`src/rtl/mem_arb_pkg.sv`:
```
// Shared types for the instruction/data RAM port arbiter.
// Owner tag of the pending response and the D-side request bundle.
package mem_arb_pkg;

  localparam int ARB_COLS       = 4;
  localparam int ARB_COL_BITS   = 8;
  localparam int ARB_ADDR_BITS  = 5;
  localparam int ARB_STARVE_MAX = 4;
  localparam int ARB_DATA_BITS  = ARB_COLS * ARB_COL_BITS;

  typedef enum logic {
    OWN_I = 1'b0,
    OWN_D = 1'b1
  } owner_e;

  typedef struct packed {
    logic [ARB_ADDR_BITS-1:0] addr;
    logic [ARB_COLS-1:0]      we;
    logic [ARB_DATA_BITS-1:0] data;
  } d_req_t;

endpackage

```
`src/rtl/mem_arb_pick.sv`:
```
// Combinational grant selection between fetch and load/store.
// D wins ties unless the fetch side has been starved too long.
module mem_arb_pick
  import mem_arb_pkg::*;
(
  input  logic i_en,
  input  logic i_ivalid,
  input  logic i_dvalid,
  input  logic i_starve,
  output logic o_grant_i,
  output logic o_grant_d
);

  always_comb begin
    o_grant_i = 1'b0;
    o_grant_d = 1'b0;
    if (i_en) begin
      unique case (1'b1)
        i_ivalid & i_dvalid & i_starve:  o_grant_i = 1'b1;
        i_ivalid & i_dvalid & !i_starve: o_grant_d = 1'b1;
        i_ivalid & !i_dvalid:            o_grant_i = 1'b1;
        !i_ivalid & i_dvalid:            o_grant_d = 1'b1;
        default: ;
      endcase
    end
  end

endmodule

```
`src/rtl/mem_port_arbiter.sv`:
```
// Shares one read-first byte-write RAM between fetch (I) and LSU (D).
// One response slot, no skid buffer: a stalled response blocks new grants.
module mem_port_arbiter
  import mem_arb_pkg::*;
#(
  parameter int COLS       = ARB_COLS,
  parameter int COL_BITS   = ARB_COL_BITS,
  parameter int ADDR_BITS  = ARB_ADDR_BITS,
  parameter int STARVE_MAX = ARB_STARVE_MAX,
  localparam int DATA_BITS = COLS * COL_BITS
)(
  input  logic                 clk,
  input  logic                 rst_n,
  input  logic                 i_req_valid,
  output logic                 i_req_ready,
  input  logic [ADDR_BITS-1:0] i_req_addr,
  output logic                 i_rsp_valid,
  input  logic                 i_rsp_ready,
  output logic [DATA_BITS-1:0] i_rsp_data,
  input  logic                 d_req_valid,
  output logic                 d_req_ready,
  input  logic [ADDR_BITS-1:0] d_req_addr,
  input  logic [COLS-1:0]      d_req_we,
  input  logic [DATA_BITS-1:0] d_req_data,
  output logic                 d_rsp_valid,
  input  logic                 d_rsp_ready,
  output logic [DATA_BITS-1:0] d_rsp_data,
  output logic                 ram_en,
  output logic [COLS-1:0]      ram_we,
  output logic [ADDR_BITS-1:0] ram_addr,
  output logic [DATA_BITS-1:0] ram_data_w,
  input  logic [DATA_BITS-1:0] ram_data_r
);

  localparam int CW = $clog2(STARVE_MAX + 1);
  localparam logic [CW-1:0] STARVE_TOP = CW'(STARVE_MAX);

  logic          r_rsp_pend;
  owner_e        r_rsp_owner;
  logic [CW-1:0] r_starve_cnt;

  logic   w_slot_free;
  logic   w_arb_en;
  logic   w_starve;
  logic   w_grant_i;
  logic   w_grant_d;
  logic   w_grant;
  d_req_t w_dreq;

  assign w_dreq = '{addr: d_req_addr, we: d_req_we, data: d_req_data};

  assign w_slot_free = !r_rsp_pend ||
    ((r_rsp_owner == OWN_D) ? d_rsp_ready : i_rsp_ready);
  assign w_arb_en = rst_n & w_slot_free;
  assign w_starve = (r_starve_cnt == STARVE_TOP);

  mem_arb_pick u_pick (
    .i_en      (w_arb_en),
    .i_ivalid  (i_req_valid),
    .i_dvalid  (d_req_valid),
    .i_starve  (w_starve),
    .o_grant_i (w_grant_i),
    .o_grant_d (w_grant_d)
  );

  assign w_grant     = w_grant_i | w_grant_d;
  assign i_req_ready = w_grant_i;
  assign d_req_ready = w_grant_d;

  assign ram_en     = w_grant;
  assign ram_addr   = w_grant_d ? w_dreq.addr : i_req_addr;
  assign ram_we     = w_grant_d ? w_dreq.we : '0;
  assign ram_data_w = w_dreq.data;

  // RAM output register holds while ram_en=0, so data is stall-stable
  assign i_rsp_valid = r_rsp_pend & (r_rsp_owner == OWN_I);
  assign d_rsp_valid = r_rsp_pend & (r_rsp_owner == OWN_D);
  assign i_rsp_data  = ram_data_r;
  assign d_rsp_data  = ram_data_r;

  always_ff @(posedge clk) begin
    if (!rst_n) begin
      r_rsp_pend   <= 1'b0;
      r_rsp_owner  <= OWN_I;
      r_starve_cnt <= '0;
    end else begin
      if (w_grant) begin
        r_rsp_pend  <= 1'b1;
        r_rsp_owner <= w_grant_d ? OWN_D : OWN_I;
      end else if (w_slot_free) begin
        r_rsp_pend <= 1'b0;
      end
      if (w_grant_i || (w_grant_d && !i_req_valid)) begin
        r_starve_cnt <= '0;
      end else if (w_grant_d && !w_starve) begin
        r_starve_cnt <= r_starve_cnt + 1'b1;
      end
    end
  end

endmodule
```
`config.mk`:
```
export PLATFORM = sky130hd
export DESIGN_NAME = mem_port_arbiter
export DESIGN_NICKNAME = d
export VERILOG_FILES = /design/src/rtl/mem_arb_pkg.sv /design/src/rtl/mem_arb_pick.sv /design/src/rtl/mem_port_arbiter.sv
export SDC_FILE = /design/constraint.sdc
export NUM_CORES = 1
export LEC_CHECK = 0
export ABC_AREA = 1
export CAP_MARGIN = 20
export CORE_MARGIN = 5
export CORE_UTILIZATION = 25
export DETAILED_ROUTE_END_ITERATION = 8
export GPL_ROUTABILITY_DRIVEN = 0
export PLACE_DENSITY_LB_ADDON = 0.15
export SYNTH_ARGS = -nofsm -noshare
export SYNTH_HDL_FRONTEND = slang
export SYNTH_SLANG_ARGS = --single-unit
```
`constraint.sdc`:
```
create_clock -name clk -period 2.85 [get_ports clk]
set_input_delay 0.57 -clock clk [delete_from_list [all_inputs] [get_ports clk]]
set_output_delay 0.57 -clock clk [all_outputs]
set_load 0.05 [all_outputs]
```
==> flow_summary.json <==
{
  "power.share.clock": 0.327,
  "final.setup_skew_ns": 0.00167,
  "grt_max_degree": 12,
  "clock.fmax_ghz": 0.397,
  "seq_area_frac_synth": 0.0806,
  "clk_latency_ns": 0.22,
  "status": "finished clean",
  "power.internal_mw": 0.257,
  "ys_top_cells_by_area": "buf_4 58%, dfxtp_1 8.1%, nand2_1 6.6%",
  "antenna_found_initial": 0,
  "synth_top_area_frac": 0.580,
  "clkTransAtPathRegs_ns": 0.03,
  "syn_inst": 177,
  "synth_top_family_by_area": "buffers and inverters",
  "dr.pass1.iters": 3,
  "vdd_ir_drop_max_mv": 0.112,
  "maxCapViolCount": 0,
  "startpoint": "d_rsp_ready",
  "swShare": 0.350,
  "min_period_ns": 2.52,
  "layout-drive-gt1-share": 0.316,
  "die_x_microns": 80.5,
  "setup_viol": 0,
  "hold_ws_ns": 0.519,
  "grt_pass1_wl_microns": 3570,
  "drtAntennaViolNets": 0,
  "setup_tns_ns": 0,
  "viasPerCell": 3.64,
  "stdcell_area_sq_mm": 0.00109,
  "grt_overflow": 0,
  "coreArea_sq_mm": 0.00479,
  "vias": 669,
  "nets": 204,
  "synthAdderAreaFrac": 0.0201,
  "root_buffer": "clkbuf_8",
  "syn_avg_cell_area_sq_um": 7.02,
  "drc": 0,
  "clk_path_buf_depth": 2,
  "hold_path_class": "reg2reg",
  "port_buffers": 33,
  "cts_hold_buffers": 0,
  "dp_hpwl_microns": 2180,
  "yosysTopAreaCell": "buf_4",
  "yosys.area_share.simple": 0.217,
  "postCtsResizedCells": 0,
  "die-area_sq_mm": 0.00648,
  "rsz0062_at_grt": "false",
  "seq_area_sq_um": 100,
  "p_comb_frac": 0.474,
  "htreeDepth": 1,
  "antenna_cells": 0,
  "cp-end-kind": "primary output",
  "rrSetupSlack_ns": 1.49,
  "crit_required_ns": 2.28,
  "p_sw_mw": 0.138,
  "cp-start-kind": "primary input",
  "drv_slew": 0,
  "cts_sinks": 5,
  "power_frac_seq": 0.198,
  "grt_pass1_vias": 663,
  "crit-reg2reg-launch": "r_starve_cnt[0]$_SDFFE_PP0P_",
  "synth_compound_area_frac": 0.0302,
  "max_slew_margin": 0.666,
  "place_area_sq_mm": 0.00104,
  "synthXorXnorAreaFrac": 0,
  "worst_pin_slew_ns": 0.499,
  "fill_cells": 540,
  "drt-total-wl_microns": 2540,
  "reg2reg_depth": 7,
  "fp.dieH_microns": 80.5,
  "leakage_nw": 0.492,
  "path_max_fanout": 11,
  "synth-seq-cells": 5,
  "crit_path_end": "ram_addr[4]",
  "syn2layout_area_growth_pct": -12.4,
  "io_pins": 194,
  "hold_viol": 0,
  "period_share": 0.883,
  "synth_nets": 263,
  "multi_input_area_sq_um": 332,
  "r2r-end": "r_rsp_owner$_SDFFE_PN0P_",
  "p_per_area_mw_per_mm2": 363,
  "drtIter0Drc": 11,
  "grt_usage": 0.0745,
  "muxShareOfSynthArea": 0,
  "wl_per_cell_microns": 13.8,
  "yosysWarnings": 0,
  "start_util": 0.260,
  "syn-cell-area_sq_mm": 0.00124,
  "path_class": "in2out",
  "synth_cell_types": 20,
  "cp.arrival_ns": 1.95,
  "cts_tree": "yes",
  "rows": 25,
  "cts_inserted_buffers": 3,
  "cts_setup_buffers": 0
}
[how the worst min path moves through the flow]
stage / start / endpoint / slack [ns] / depth (start not counted)
after floorplan: r_rsp_owner$_SDFFE_PN0P_ / r_rsp_owner$_SDFFE_PN0P_ / 0.47 / 2
after global placement: r_starve_cnt[1]$_SDFFE_PP0P_ / r_starve_cnt[1]$_SDFFE_PP0P_ / 0.54 / 4
after detailed placement: r_rsp_owner$_SDFFE_PN0P_ / r_rsp_owner$_SDFFE_PN0P_ / 0.52 / 2
after CTS: r_rsp_owner$_SDFFE_PN0P_ / r_rsp_owner$_SDFFE_PN0P_ / 0.53 / 2
after global routing: r_rsp_owner$_SDFFE_PN0P_ / r_rsp_owner$_SDFFE_PN0P_ / 0.56 / 2
final: r_rsp_owner$_SDFFE_PN0P_ / r_rsp_owner$_SDFFE_PN0P_ / 0.52 / 2
[kinds of logic (layout without fill, tap and decap cells)]
kind of cell             count (synthesis)  after routing
buffers and inverters                  116             56
adder cells (fa/ha/maj)                  2              2
AO/OA/AOI/OAI                            5              5
flip-flops                               5              5
AND/OR/NAND/NOR                         49             49
[power groups by stage]
stage / Clock [mW] / Sequential [mW] / Combinational [mW]
global placement: 0 / 0.0795 / 0.189
global route: 0.143 / 0.0789 / 0.198
CTS: 0.135 / 0.0783 / 0.190
finish: 0.129 / 0.0783 / 0.187
detailed placement: 0 / 0.0793 / 0.189
floorplan: 0 / 0.0787 / 0.462
[cell usage after synthesis]
cell type / number
dfxtp_1: 5
nor2_1: 4
nand3_1: 2
ha_1: 2
a31oi_1: 1
a21oi_1: 1
nand3_4: 1
inv_1: 17
nor2_2: 4
buf_8: 1
a21oi_2: 2
nand2_2: 10
inv_4: 1
nand2_4: 1
nand2_1: 22
buf_2: 1
buf_4: 96
o21ai_2: 1
nand4_1: 4
nor2_8: 1
[metal layers]
metal  wire length, microns  global-route usage  share of wire
met5                      0                   0              0
met4                    161              0.0642          0.063
met3                    412              0.0661           0.16
met2                   1220               0.113           0.48
met1                    748              0.0578           0.29
[stage by stage]
step,utilization,worst slack (ns),std cells,power (mW)
2_1_floorplan,-,0.598,177,0.540
3_3_place_gp,0.218,0.327,180,0.269
3_5_place_dp,0.218,0.330,180,0.268
4_1_cts,0.227,0.315,184,0.403
5_1_grt,0.227,0.230,184,0.419
6_report,0.227,0.334,184,0.395
[critical path: stages]
cell and delay [ns]:
clkdlybuf4s50_1 0.48, nand2_2 0.07, nand3_4 0.16, nand2_4 0.08, nor2_8 0.16, inv_4 0.11, nand2_1 0.07, nand2_1 0.08
buf_12 0.16
[layout by cell type (no fill, tap or decap)]
master | Yosys | layout
clkdlybuf4s50_1 | 0 | 21
nor2_2 | 4 | 4
nand2_1 | 22 | 22
nor2_1 | 4 | 4
nand4_1 | 4 | 4
a21oi_2 | 2 | 2
clkbuf_8 | 0 | 3
inv_4 | 1 | 1
a21oi_1 | 1 | 1
nand3_4 | 1 | 1
nand3_1 | 2 | 2
inv_1 | 17 | 17
a31oi_1 | 1 | 1
nand2_4 | 1 | 1
nor2_8 | 1 | 1
buf_12 | 0 | 12
dfxtp_1 | 5 | 5
buf_4 | 96 | 1
nand2_2 | 10 | 10
o21ai_2 | 1 | 1
clkbuf_1 | 0 | 1
ha_1 | 2 | 2
[sequential cells by signal, summed over array words and instances (netlist names)]
name and flops:
r_rsp_owner 1, r_rsp_pend 1, r_starve_cnt 3
[final cells by class]
type | instances | share of cell area
timing repair buffer | 34 | 0.421
multi-input combinational | 56 | 0.305
inverter | 18 | 0.0644
sequential | 5 | 0.0920
clock buffer | 4 | 0.0414
tap | 67 | 0.0770
Note: power is estimated with default switching activity, not from simulation.
==> RTL change 1: new RTL, same flow settings <==
Reset style: asynchronous (`rst_n`), changed in one clocked block.
--- a/src/rtl/mem_port_arbiter.sv
+++ b/src/rtl/mem_port_arbiter.sv
@@ -78,7 +78,7 @@
   assign i_rsp_data  = ram_data_r;
   assign d_rsp_data  = ram_data_r;
 
-  always_ff @(posedge clk) begin
+  always_ff @(posedge clk or negedge rst_n) begin
     if (!rst_n) begin
       r_rsp_pend   <= 1'b0;
       r_rsp_owner  <= OWN_I;
Check against the original RTL: differs if rst_n is asserted again (counterexample within 4 cycles, from zero or initial values and one cycle with rst_n low); with rst_n held inactive, the same outputs for 10 cycles.
==> RTL change 1 against the unedited design <==
First-iteration DRC count grew 91%. Sequential cell count is the same. Critical endpoint is now ram_addr[0]. Register-to-register slack is essentially flat. Final cell count shrank 17%. Synthesized area shrank 6.3%. Via count shrank 12%. Critical path depth shrank 1. Cell area shrank 7.1%. Routed wire length shrank 17%. Largest power group unchanged. Die area shrank 5.6%. Total power grew 38%. Worst setup slack gained 7.9 ps. Highest routed layer unchanged.
==> RTL change 1: results (changes against the unedited design) <==
GRT.TOTAL_USAGE=0.06797  # -0.006559
HIGHEST_NET_FANOUT_ALONG_THE_WORST_PATH=10  # -1
POST-PLACE-WS_PS=313.7  # -16.15 ps
PATH_CLK_SLEW_PS=30  # about the same
SHARE_OF_SYNTHESIZED_REGISTERS_CARRYING_AN_ASYNC_SET_OR_RESET=1.000  # +1.000
DRTPASS1ITERATIONS=2  # -1
WL_UM=2097  # -17%
NETLIST-CELL-TYPE-COUNT=17  # -15%
INTPOWER_mW=0.3170  # +23%
CTS_RESIZED=0  # unchanged
P_LEAK_nW=0.4952  # +0.64%
SYNTHESIZED_NET_COUNT=245  # -6.8%
CLOCK-ROOT-BUFFER='clkbuf_8'
SYNTH.YOSYS.WARNINGS=0  # unchanged
POST_CTS_REPAIR_TIMING_SETUP_BUFFER_COUNT=0  # unchanged
YOSYS_MOST_USED_DFF='dfrtp_1'
ANTENNA_FOUND_INITIAL=0  # unchanged
FIRST_GLOBAL_VIAS=633  # -4.5%
RUN_STATUS='completed'
SYNTHTOPCELLSBYCOUNT='buf_4, nand2_1, inv_1'
MAXIMUM_NUMBER_OF_PINS_ON_ONE_NET_BEFORE_GLOBAL_ROUTE_REPAIR=11  # -1
HP-CLASS='reg -> reg'
DR.FIRST_ITER.DRC_COUNT=21  # +10
FIRST_PASS_GRT_WIRE_LENGTH_UM=3194  # -11%
CLOCK-SKEW-FINAL_PS=2.940  # +1.268 ps
ROUTE.DETAILED.VIAS_PER_INST=3.850  # +5.9%
WORST_PIN_SLEW_PS=499.2  # -0.05507 ps
PLACEMENT.IO_BUFFERS=33  # unchanged
VDD.IR_DROP.WORST_V=0.0001599  # +43%
FIN_NETS=188  # -7.8%
NETLIST_TOP_CELLS_AREA='buf_4, dfrtp_1, nand2_1, inv_1, ha_1'
INSERTION_DELAY_PS=220  # about the same
REGISTER_AREA_SHARE_AFTER_SYNTHESIS=0.1075  # +0.02696
N_FILL_CELL=501  # -7.2%
DP_HPWL_UM=1832  # -16%
FRACTION_OF_FINAL_LAYOUT_CELLS_SIZED_BEYOND_DRIVE_STRENGTH_1=0.2574  # -0.05881
-- RTL change 1: cell families after synthesis --
logic type | Yosys count | share of synthesized area
buffers and inverters | 109 | 0.6656
adder cells (fa/ha/maj) | 2 | 0.02150
flip-flops | 5 | 0.1075
AND/OR/NAND/NOR | 38 | 0.1688
XOR/XNOR | 1 | 0.007528
AO/OA/AOI/OAI | 4 | 0.02903
-- RTL change 1: worst max-delay path: stages --
cell,delay (ps)
clkdlybuf4s50_1,550
inv_1,110
o21ai_4,210
nor2_8,90
inv_6,100
nand2_1,60
nand2_1,100
buf_12,140
-- RTL change 1: worst paths after layout --
check / start / end / slack [ps] / cells after the start
worst max register to register: r_starve_cnt[0] / r_rsp_owner / 1490 / 7
max in group asynchronous: rst_n / r_starve_cnt[2] / 2000 / 2
min in group asynchronous: rst_n / r_rsp_pend / 730 / 2
worst min register to register: r_starve_cnt[1] / r_starve_cnt[1] / 510 / 2
worst min-delay path: r_starve_cnt[1] / r_starve_cnt[1] / 510 / 2
worst max-delay path: i_req_valid / ram_addr[0] / 340 / 8
-- RTL change 1: per-stage QoR --
stage,instances,utilization,power [mW],area (µm²),hold WS [ps]
CTS,153,0.2275,0.5567,1011,522.1
global placement,149,0.2173,0.4216,965.9,501.1
finish,153,0.2275,0.5448,1011,514.6
global route,153,0.2275,0.5819,1011,527.4
floorplan,159,-,0.6360,1164,274.4
detailed placement,149,0.2173,0.4204,965.9,511.7
-- RTL change 1: cell type report --
class | count | area share
Multi-Input combinational cell | 45 | 0.2611
Clock buffer | 4 | 0.04455
Tap cell | 52 | 0.06436
Inverter | 13 | 0.05322
Sequential cell | 5 | 0.1238
Timing Repair Buffer | 34 | 0.4530
-- RTL change 1: metal layers --
metal / routed length, µm / up-vias / global-route usage
met2: 997 / 58 / 0.1070
met1: 581 / 234 / 0.05003
li1: - / 266 / -
met3: 373 / 31 / 0.05835
met5: 0 / - / 0
met4: 145 / 0 / 0.06294
-- RTL change 1: power groups by stage --
stage	Sequential [mW]	Combinational (mW)	Clock (mW)
floorplan	0.100	0.536	0
global placement	0.102	0.319	0
detailed placement	0.103	0.317	0
CTS	0.102	0.318	0.137
global route	0.104	0.333	0.144
finish	0.102	0.312	0.131
==> RTL change 2: new RTL, config.mk and constraints unchanged <==
Made on the original files. Change the package constant `ARB_COLS` from 4 to 5.
--- a/src/rtl/mem_arb_pkg.sv
+++ b/src/rtl/mem_arb_pkg.sv
@@ -2,7 +2,7 @@
 // Owner tag of the pending response and the D-side request bundle.
 package mem_arb_pkg;
 
-  localparam int ARB_COLS       = 4;
+  localparam int ARB_COLS       = 5;
   localparam int ARB_COL_BITS   = 8;
   localparam int ARB_ADDR_BITS  = 5;
   localparam int ARB_STARVE_MAX = 4;
Interface: changed (7 resized); port bits go from 194 to 236. The function was not compared with the original's and may differ.
==> RTL change 2 against the unedited design <==
Synthesized area up 17%. Sequential power is essentially flat. Clock power hardly changed. Highest routed layer unchanged. Routed wire length up 25%. Largest power group unchanged. Hold slack worse by 1.3 ps. Sequential cell count stayed put. Cell area rose by 5.5%. Worst setup slack got worse by 3.5 ps. Total power rose by 2.1%. Non-clock buffer count up 2.
==> RTL change 2: results (changes against the unedited design) <==
MULTI_INPUT_COMB_AREA_UM2=351.6  # +6.0%
SYN-MEAN-INSTANCE-AREA_UM2=7.150  # +1.9%
FRACTION_OF_FINAL_LAYOUT_CELLS_SIZED_BEYOND_DRIVE_STRENGTH_1=0.2975  # -0.01872
CLOCK_AREA_FRAC=0.03922  # -0.002164
LAYOUT.NONCLK_BUF_FRAC=0.4248  # +0.004146
MAXIMUM_NUMBER_OF_PINS_ON_ONE_NET_BEFORE_GLOBAL_ROUTE_REPAIR=13  # +1
REGISTER_AREA_SHARE_AFTER_SYNTHESIS=0.06897  # -0.01160
NETLIST_TOP_CELLS_AREA='buf_4, dfxtp_1, nand2_1, inv_1, nand2_4'
VDD.IR_DROP.WORST_V=0.0001160  # +3.9%
RUN_STATUS='completed'
VIAS=714  # +6.7%
WL_UM=3185  # +25%
SYNTHTOPCELLSBYCOUNT='buf_4, nand2_1, inv_1'
HIGHEST_NET_FANOUT_ALONG_THE_WORST_PATH=12  # +1
DR.FIRST_ITER.DRC_COUNT=15  # +4
FIRST_PASS_GRT_WIRE_LENGTH_UM=4533  # +27%
FLOW.AREA_GROWTH_FROM_SYNTHESIS_PCT=-20.86
FIN_CELLS=193  # +4.9%
SEQUENTIALPOWERSHARE=0.195  # -0.003
MULTI_INPUT_COMB_CELLS=57  # +1.8%
INTPOWER_mW=0.2612  # +1.7%
SYNTHESIZED_NET_COUNT=306  # +16%
POWER.DENSITY_CELL_AREA_nW_PER_UM2=351.1  # -3.2%
FIN_NETS=225  # +10%
POST-PLACE-WS_PS=320.3  # -9.490 ps
P_LEAK_nW=0.5194  # +5.6%
## RTL change 2: cell types whose count changed after synthesis, sizes merged
cell  before  now
inv       18   19
buf       98  122
nor2       9   10
## RTL change 2: per-layer routing
layer	track usage	vias up	part of all wire
met4	0.03966	0	0.041
met1	0.05099	275	0.21
met2	0.1395	96	0.52
met5	0	-	0
met3	0.08365	22	0.23
li1	-	321	-
## RTL change 2: final timing paths
path / from / end / slack [ps]
setup / recovery: i_req_valid / ram_addr[4] / 330
hold / removal: r_rsp_owner / r_rsp_owner / 520
setup reg to reg: r_starve_cnt[0] / r_starve_cnt[1] / 1490
hold reg to reg: r_rsp_owner / r_rsp_owner / 520
## RTL change 2: worst reg2reg max path: stages, from the launching register on
cell	delay, ps
dfxtp_1	350
inv_1	70
ha_1	220
nand2_1	140
a21oi_1	100
a21oi_1	180
nand2_1	140
nor2_1	120
